## src/rtl/dmem_responder_pkg.sv

```systemverilog
// dmem_responder_pkg: FSM state enum, byte-lane map (be[3] -> bits 31:24) and error causes for the responder
package dmem_responder_pkg;
  typedef enum logic [1:0] {IDLE, WAIT, ACCESS, RESP} state_t;
  localparam int LANE0_LSB = 24;
  localparam int LANE1_LSB = 16;
  localparam int LANE2_LSB = 8;
  localparam int LANE3_LSB = 0;
  localparam logic [1:0] ERR_NONE = 2'd0;
  localparam logic [1:0] ERR_ALIGN = 2'd1;
  localparam logic [1:0] ERR_RANGE = 2'd2;
  localparam logic [1:0] ERR_STRB = 2'd3;
  function automatic logic [1:0] err_cause(input logic we, input logic [31:0] addr, input logic [3:0] be,
                                           input int unsigned depth);
    return addr[1:0] != 2'b00 ? ERR_ALIGN :
           {2'b00, addr[31:2]} >= depth ? ERR_RANGE :
           (we && be == 4'h0) ? ERR_STRB : ERR_NONE;
  endfunction
endpackage

```

## src/rtl/dmem_responder_if.sv

```systemverilog
// dmem_responder_if: CPU load/store bus; master drives req_valid/we/addr/be/wdata and rsp_ready, slave drives req_ready and rsp_valid/rdata/err
interface dmem_responder_if;
  logic req_valid, req_ready, req_we;
  logic [31:0] req_addr;
  logic [3:0] req_be;
  logic [31:0] req_wdata;
  logic rsp_valid, rsp_ready, rsp_err;
  logic [31:0] rsp_rdata;
  modport master(output req_valid, req_we, req_addr, req_be, req_wdata, rsp_ready,
                 input req_ready, rsp_valid, rsp_rdata, rsp_err);
  modport slave(input req_valid, req_we, req_addr, req_be, req_wdata, rsp_ready,
                output req_ready, rsp_valid, rsp_rdata, rsp_err);
endinterface

```

## src/rtl/dmem_array.sv

```systemverilog
// dmem_array: DEPTH_WORDS x 32 storage, unreset; in clk, we, be (byte strobes), idx, wdata; out rdata (combinational read)
module dmem_array import dmem_responder_pkg::*; #(
  parameter int unsigned DEPTH_WORDS = 64,
  parameter int unsigned AW = 6
) (
  input  logic          clk,
  input  logic          we,
  input  logic [3:0]    be,
  input  logic [AW-1:0] idx,
  input  logic [31:0]   wdata,
  output logic [31:0]   rdata
);
  logic [31:0] mem [DEPTH_WORDS];
  always_ff @(posedge clk)
    if (we) begin
      if (be[3]) mem[idx][LANE0_LSB +: 8] <= wdata[LANE0_LSB +: 8];
      if (be[2]) mem[idx][LANE1_LSB +: 8] <= wdata[LANE1_LSB +: 8];
      if (be[1]) mem[idx][LANE2_LSB +: 8] <= wdata[LANE2_LSB +: 8];
      if (be[0]) mem[idx][LANE3_LSB +: 8] <= wdata[LANE3_LSB +: 8];
    end
  assign rdata = mem[idx];
endmodule

```

## src/rtl/dmem_responder.sv

```systemverilog
// dmem_responder: data-memory target; in clk, reset (async active-low), bus (slave modport: req/rsp valid-ready channels); wait states then strobed word access
module dmem_responder import dmem_responder_pkg::*; #(
  parameter int unsigned DEPTH_WORDS = 64,
  parameter int unsigned WAIT_CYCLES = 2
) (
  input logic            clk,
  input logic            reset,
  dmem_responder_if.slave bus
);
  localparam int unsigned AW = DEPTH_WORDS > 1 ? $clog2(DEPTH_WORDS) : 1;
  state_t state, state_n;
  logic [3:0] cnt;
  logic lat_we, acc, bad, arr_we;
  logic [AW-1:0] lat_idx;
  logic [3:0] lat_be;
  logic [31:0] lat_wdata, arr_rdata;
  assign acc = bus.req_valid && bus.req_ready;
  assign bad = err_cause(bus.req_we, bus.req_addr, bus.req_be, DEPTH_WORDS) != ERR_NONE;
  always_ff @(posedge clk or negedge reset)
    if (!reset) state <= IDLE;
    else state <= state_n;
  always_comb begin
    state_n = state;
    case (state)
      IDLE:    if (acc) state_n = bad ? RESP : (WAIT_CYCLES == 0 ? ACCESS : WAIT);
      WAIT:    if (cnt == 4'd1) state_n = ACCESS;
      ACCESS:  state_n = RESP;
      default: if (bus.rsp_ready) state_n = IDLE;
    endcase
  end
  always_comb begin
    bus.req_ready = state == IDLE;
    bus.rsp_valid = state == RESP;
    arr_we = state == ACCESS && lat_we;
  end
  always_ff @(posedge clk or negedge reset)
    if (!reset) begin
      cnt <= 4'd0;
      lat_we <= 1'b0;
      lat_idx <= '0;
      lat_be <= 4'h0;
      lat_wdata <= 32'h0;
      bus.rsp_rdata <= 32'h0;
      bus.rsp_err <= 1'b0;
    end else begin
      if (acc) begin
        lat_we <= bus.req_we;
        lat_idx <= bus.req_addr[AW+1:2];
        lat_be <= bus.req_be;
        lat_wdata <= bus.req_wdata;
        cnt <= 4'(WAIT_CYCLES);
        bus.rsp_err <= bad;
        bus.rsp_rdata <= 32'h0;
      end
      if (state == WAIT) cnt <= cnt - 4'd1;
      if (state == ACCESS) bus.rsp_rdata <= lat_we ? 32'h0 : arr_rdata;
      if (bus.rsp_valid && bus.rsp_ready) begin
        bus.rsp_rdata <= 32'h0;
        bus.rsp_err <= 1'b0;
      end
    end
  dmem_array #(.DEPTH_WORDS(DEPTH_WORDS), .AW(AW)) u_array (
    .clk(clk), .we(arr_we), .be(lat_be), .idx(lat_idx), .wdata(lat_wdata), .rdata(arr_rdata)
  );
endmodule
```

## src/flat_wrapper.sv

```systemverilog
// flat-port wrapper written by rule: the top's interface ports become plain ports
module dmem_responder_flat import dmem_responder_pkg::*;
#(
  parameter int unsigned DEPTH_WORDS = 64,
  parameter int unsigned WAIT_CYCLES = 2
)
  (clk, reset, bus_req_valid, bus_req_we, bus_req_addr, bus_req_be, bus_req_wdata, bus_rsp_ready, bus_req_ready, bus_rsp_valid, bus_rsp_rdata, bus_rsp_err);
  dmem_responder_if bus_i ();
  input logic clk;
  input logic reset;
  input wire logic [$bits(bus_i.req_valid)-1:0] bus_req_valid;
  input wire logic [$bits(bus_i.req_we)-1:0] bus_req_we;
  input wire logic [$bits(bus_i.req_addr)-1:0] bus_req_addr;
  input wire logic [$bits(bus_i.req_be)-1:0] bus_req_be;
  input wire logic [$bits(bus_i.req_wdata)-1:0] bus_req_wdata;
  input wire logic [$bits(bus_i.rsp_ready)-1:0] bus_rsp_ready;
  output wire logic [$bits(bus_i.req_ready)-1:0] bus_req_ready;
  output wire logic [$bits(bus_i.rsp_valid)-1:0] bus_rsp_valid;
  output wire logic [$bits(bus_i.rsp_rdata)-1:0] bus_rsp_rdata;
  output wire logic [$bits(bus_i.rsp_err)-1:0] bus_rsp_err;
  assign bus_i.req_valid = bus_req_valid;
  assign bus_i.req_we = bus_req_we;
  assign bus_i.req_addr = bus_req_addr;
  assign bus_i.req_be = bus_req_be;
  assign bus_i.req_wdata = bus_req_wdata;
  assign bus_i.rsp_ready = bus_rsp_ready;
  assign bus_req_ready = bus_i.req_ready;
  assign bus_rsp_valid = bus_i.rsp_valid;
  assign bus_rsp_rdata = bus_i.rsp_rdata;
  assign bus_rsp_err = bus_i.rsp_err;
  dmem_responder #(.DEPTH_WORDS(DEPTH_WORDS), .WAIT_CYCLES(WAIT_CYCLES)) u_core (.clk(clk), .reset(reset), .bus(bus_i));
endmodule
```

## config.mk

```make
export PLATFORM = sky130hd
export DESIGN_NAME = dmem_responder_flat
export DESIGN_NICKNAME = d
export VERILOG_FILES = /design/src/rtl/dmem_responder_pkg.sv /design/src/rtl/dmem_responder_if.sv /design/src/rtl/dmem_array.sv /design/src/rtl/dmem_responder.sv /design/src/flat_wrapper.sv
export SDC_FILE = /design/constraint.sdc
export NUM_CORES = 2
export LEC_CHECK = 0
export BUFFER_PORTS_ARGS = -buffer_cell sky130_fd_sc_hd__buf_2
export CAP_MARGIN = 30
export CORE_MARGIN = 1.5
export CORE_UTILIZATION = 30
export DETAILED_ROUTE_END_ITERATION = 10
export PLACE_DENSITY = 0.42
export SETUP_SLACK_MARGIN = 0.1
export SLEW_MARGIN = 20
export SYNTH_ARGS = -nofsm -noshare
export SYNTH_HDL_FRONTEND = slang
export SYNTH_SLANG_ARGS = --single-unit
```

## constraint.sdc

```tcl
create_clock -name clk -period 6.7 [get_ports clk]
set_clock_uncertainty 0.15 [all_clocks]
set_input_delay 0 -clock clk [delete_from_list [all_inputs] [get_ports clk]]
set_output_delay 0 -clock clk [all_outputs]
set_load 0.01 [all_outputs]
```

## Yosys cells after proc, flatten, opt, wreduce, memory -nomap -nowiden

Memories as Yosys holds them, arrays and structs flattened.
Cells that the tools add are included.

- Multiplexer cells: 28
- Multipliers: 0
- Reductions and logical operators: 13
- Add/sub/neg operators: 1
- Shift-type cells: 0
- Bitwise logic cells: 0
- Eq/ne operators: 6
- Div/mod/pow operators: 0
- Order comparisons: 1

Operators by type and width:

| kind | count |
|---|---|
| 2-to-1 mux 32 bit | 4 |
| >= comparator 30 x 7 -> 1 bit (second input constant) | 1 |
| 2-to-1 mux 1 bit | 14 |
| 2-to-1 mux 2 bit | 7 |
| 2-to-1 mux 4 bit | 2 |
| nonzero test 2 bit | 4 |
| one-hot mux 2 bit (3 select lines) | 1 |
| equality test 2 bit (second input constant) | 2 |
| equality test 4 x 1 -> 1 bit (second input constant) | 1 |
| logical AND 1 bit | 4 |
| logical NOT 4 bit | 1 |
| nonzero test 4 bit | 1 |
| subtractor 4 x 1 -> 4 bit (second input constant) | 1 |
| AND reduction 3 bit | 1 |
| nonzero test 3 bit | 1 |
| equality test 2 x 1 -> 1 bit (second input constant) | 1 |
| logical NOT 2 bit | 1 |
| != test 2 x 1 -> 1 bit (second input constant) | 1 |
| != test 2 bit (second input constant) | 1 |

- Logic and storage cells: 58
- ROM bits: 0
- Input bits: 73
- Register bits: 82
- Output and inout port bits: 35
- Bits in latches: 0
- Memories kept: 1
- Memory bits (writable): 2,048

Memories:

| name | words | bits a word | read ports | clocked after memory_dff | write ports | line | source |
|---|---|---|---|---|---|---|---|
| u_core.u_array.mem | 64 | 32 | 1 | 0 | 1 | dmem_array.sv:13 | `logic [31:0] mem [DEPTH_WORDS];` |

## Longest topological paths before layout

- Word-level depth: 9
- Mapped depth: 10
- Depth with buffers taken out: 8

## Hierarchy

From an unflattened synthesis, not the netlist that was laid out.

- Cells, all modules: 4,834
- Area total of the unflattened synthesis: 81,685.8 um^2

Modules (own cells, without submodules):

| module | cells each | area each (um^2) | sequential area each (um^2) | times used |
|---|---|---|---|---|
| dmem_array | 4,614 | 78,407.7 | 61,499.0 | 1 |
| dmem_responder | 220 | 3,278.1 | 2,052.0 | 1 |

## Worst setup path before layout

No wires, ideal clock.

- Path type: reg-to-reg
- From: reg u_core.lat_idx[0]
- To: mem u_core.u_array.mem[0][16], enable pin
- Library setup time: 370 ps
- Clock period less this slack: 2,544 ps
- Setup slack: 4,156 ps
- Data required time: 6,180 ps
- Data arrival time: 2,024 ps
- Cell stages (with the launch flop): 9
- Buffers on the path: 4
- Path through: dfrtp_1 > buf_6 > or2_2 > buf_2 > buf_4 > buf_2 > nor2_1 > nand2_1 > nor2_1

RTL lines:

| item | line | source |
|---|---|---|
| from (decl) | dmem_responder.sv:14 | `logic [AW-1:0] lat_idx;` |
| from (signal assigned) | dmem_responder.sv:48 | `lat_idx <= bus.req_addr[AW+1:2];` |
| to (decl) | dmem_array.sv:13 |  |

Straight into the memory's write port.

## Final worst setup path

- From: reg u_core.lat_idx[1]
- To: mem u_core.u_array.mem[11][15], enable pin

Straight into the memory's write port.

==> impl_metrics.py <==
metrics = {
    "clocking": {
        "htreeDepth": 4,
        "post_cts_buffers": 0,
        "cts-resized-gates": 0,
        "path_clk_slew_ns": 0.06,
        "cts_sinks": 2130,
        "cts_hold_buf": 160,
        "cts_root_buf": "clkbuf_16",
        "cts.path.max_buffers": 3,
        "numCtsBuffers": 226,
        "tritoncts": "yes",
        "clk_latency_ns": 0.89,
    },
    "synthesis": {
        "synth_edf_count": 2048,
        "yosys_warnings": 0,
        "syn_nets": 4845,
        "synth_area_per_cell_um2": 17.2,
        "syn_inst": 4765,
        "synth_cell_type_count": 51,
        "syn_area_mm2": 0.0819,
        "ys_seq_area_share_pct": 77.6,
        "async_flop_share_pct": 3.85,
        "synth_seq_cells": 2130,
        "ys.flop_type": "edfxtp_1",
    },
    "worst_setup_path": {
        "worstPathArrival_ns": 4.80,
        "critPathRequiredTime_ns": 7.06,
        "rr_endpoint": "u_core.u_array.mem[11][15]$_DFFE_PP_",
        "timing_worst_setup_path_type": "reg -> reg",
        "r2r_cells": 4,
        "r2r_setup_slack_ns": 2.26,
        "cp_slowest_cell": "dfrtp_1",
        "setup.worst_path.start_class": "flip-flop",
        "crit_path_max_fanout": 50,
        "worst-path-buf-inv": 0,
        "rr_startpoint": "u_core.lat_idx[1]$_DFFE_PN0P_",
        "slowest_delay_ns": 0.96,
        "cp-end-kind": "flip-flop",
        "crit_chain": "nand2_4 > nor2_2 > nand2_1 > nor2_1",
        "cp_top_family": "simple AND/OR/NAND/NOR gates",
    },
    "grt": {
        "top_usage_layer": "met2",
        "use_met3_pct": 2.59,
        "grt_first_pass_wirelength_um": 346000,
        "track_usage_pct": 17.3,
        "grt_pass1_vias": 45900,
        "gr-total-overflow": 0,
        "antenna_found_initial": 12,
        "grt_max_degree": 117,
        "met2_usage_pct": 27.4,
        "use_met1_pct": 24.9,
    },
    "sta": {
        "final_max_slew_viol_count": 0,
        "hold_ws_ns": 0.113,
        "tightest_slew_ns": 1.03,
        "grt_setup_unrepaired": "no",
        "fin_tns_setup_ns": 0,
        "max_freq_mhz": 225,
        "final-setup-viol-count": 0,
        "min_period_ns": 4.44,
        "finalHoldViolations": 0,
        "fin_crit_sh_pct": 66.3,
        "max-slew-margin-rel_pct": 31.3,
    },
    "drt": {
        "ant_nets": 0,
        "dr.pass1.iters": 5,
        "drt-initial-drc-count": 4083,
        "num_vias": 45700,
        "routed_wl_um": 245000,
        "wl_per_cell_um": 27.9,
        "via_per_inst": 5.20,
        "drcViolationCount": 0,
    },
    "floorplan": {
        "die-area_mm2": 0.276,
        "placementRows": 191,
        "num_io_pins": 108,
        "die_h_um": 526,
        "core_mm2": 0.271,
        "start_util_pct": 30.2,
        "die_x_um": 526,
    },
    "cells_and_area": {
        "fillCellCount": 25600,
        "synthToLayoutAreaGrowth_pct": 16.3,
        "final_nets": 5083,
        "register_area_mm2": 0.0636,
        "multiInputGateArea_mm2": 0.0168,
        "drive_gt1_share_pct": 11.6,
    },
    "min_path": {
        "min_path_cells": 7,
        "worstHoldStart": "bus_req_addr[11]",
        "min_to": "u_core.state[1]$_DFFE_PN0P_",
        "min_path_type": "in -> reg",
    },
    "placed_design": {
        "hpwlAfterDp_um": 140000,
        "port_buffers": 107,
        "gp_congestion": 0.771,
    },
    "power": {
        "p_leak_uw": 0.0307,
        "powerDensity_mw_per_mm2": 448,
        "vdd_drop_max_uv": 343,
    },
    "run": {
        "max-cap-violations": 0,
    },
    "run_status": {
        "status": "completed",
    },
}
-- kinds of logic (layout without fill, tap and decap cells) --
| kind of cell | Yosys count | count (layout) | synth area share, % |
|---|---|---|---|
| AO/OA/AOI/OAI | 1173 | 1173 | 10.8 |
| adder cells (fa/ha/maj) | 7 | 7 | 0.107 |
| buffers and inverters | 366 | 802 | 2.06 |
| flip-flops | 2130 | 2130 | 77.6 |
| multiplexers | 518 | 518 | 6.51 |
| other | 0 | 9 | 0 |
| AND/OR/NAND/NOR | 571 | 571 | 2.90 |
-- report_power, final --
group          internal (uW)  switching, uW  total (uW)
registers              16600            510       17100
logic                   4000           9270       13300
clock network           7060           5290       12400
total                  27600          15100       42700
-- stage by stage --
stage,instances,instance area [um^2],util (%),worst slack [ns],total power (uW)
finish,8780,95300,35.1,2.26,42700
global route,8772,95300,35.1,2.06,44400
CTS,8763,95200,35.1,2.21,43100
detailed placement,8177,86300,31.8,2.26,30600
global placement,8173,86200,31.8,1.94,30600
floorplan,4765,81900,-,4.16,24900
-- tightest hold or removal path, cell delays in order --
cell and delay (ns):
buf_2 0.07, nor4_1 0.04, nand4_1 0.09, or3_1 0.12, a21oi_1 0.06, o31ai_1 0.17, dlygate4sd3_1 0.55
-- registers in the layout, summed over array words and instances, names as in the netlist --
| name | cells |
|---|---|
| u_core.lat_idx | 6 |
| u_core.bus.rsp_rdata | 32 |
| u_core.lat_be | 4 |
| u_core.cnt | 4 |
| u_core.u_array.mem | 2048 |
| u_core.state | 2 |
| u_core.lat_wdata | 32 |
| u_core.lat_we | 1 |
| u_core.bus.rsp_err | 1 |
-- cell type report --
| type | instances | share of cell area, % |
|---|---|---|
| sequential | 2130 | 66.8 |
| multi-input combinational | 2269 | 17.6 |
| clock buffer | 297 | 6.41 |
| tap | 3570 | 4.69 |
| timing repair buffer | 370 | 3.22 |
| clock inverter | 129 | 1.26 |
| inverter | 6 | 0.0368 |
| antenna | 9 | 0.0236 |
-- synthesized netlist by cell type, types with 6 or more instances --
cell type | number | area (um^2)
buf_6 | 18 | 203
ha_1 | 7 | 87.6
edfxtp_1 | 2048 | 61500
buf_4 | 13 | 97.6
a21oi_1 | 244 | 1220
buf_2 | 103 | 515
clkbuf_1 | 201 | 754
dfrtp_1 | 82 | 2050
nor3_1 | 6 | 30.0
nand2_1 | 207 | 777
and3_1 | 8 | 50.1
a221o_1 | 481 | 4810
buf_1 | 25 | 93.8
nor2_1 | 269 | 1010
a22oi_1 | 9 | 67.6
a221oi_1 | 13 | 114
mux4_2 | 12 | 270
o21ai_0 | 9 | 45.0
mux2i_1 | 505 | 5050
nand3_1 | 19 | 95.1
o22ai_1 | 367 | 2300
o21ai_1 | 31 | 155
nor4_1 | 38 | 238
-- worst max-delay path by stage --
stage / start / endpoint / slack, ns / cells past startpoint
global route: u_core.lat_idx[1]$_DFFE_PN0P_ / u_core.bus.rsp_rdata[24]$_DFFE_PN0P_ / 2.06 / 7
global placement: u_core.lat_idx[1]$_DFFE_PN0P_ / u_core.u_array.mem[3][3]$_DFFE_PP_ / 1.94 / 4
floorplan: u_core.lat_idx[0]$_DFFE_PN0P_ / u_core.u_array.mem[0][16]$_DFFE_PP_ / 4.16 / 8
finish: u_core.lat_idx[1]$_DFFE_PN0P_ / u_core.u_array.mem[11][15]$_DFFE_PP_ / 2.26 / 4
CTS: u_core.lat_idx[1]$_DFFE_PN0P_ / u_core.bus.rsp_rdata[26]$_DFFE_PN0P_ / 2.21 / 7
detailed placement: u_core.lat_idx[1]$_DFFE_PN0P_ / u_core.bus.rsp_rdata[26]$_DFFE_PN0P_ / 2.26 / 7
-- layer usage --
metal  vias to the layer above  wire length (um)
met3                       291             13200
met4                         0              4830
li1                      20100                 -
met5                         -                 0
met1                     24000            112000
met2                      1307            114000
-- cells in the final DEF (no fill, tap or decap), types with 93 or more instances in the layout --
cell type / n
a21oi_1: 244
buf_2: 106
nand2_1: 204
dlygate4sd3_1: 159
clkbuf_16: 231
edfxtp_1: 2048
buf_4: 93
a221o_1: 481
nor2_1: 266
o22ai_1: 367
mux2i_1: 505
No activity file was read; power rests on OpenSTA's default activity.
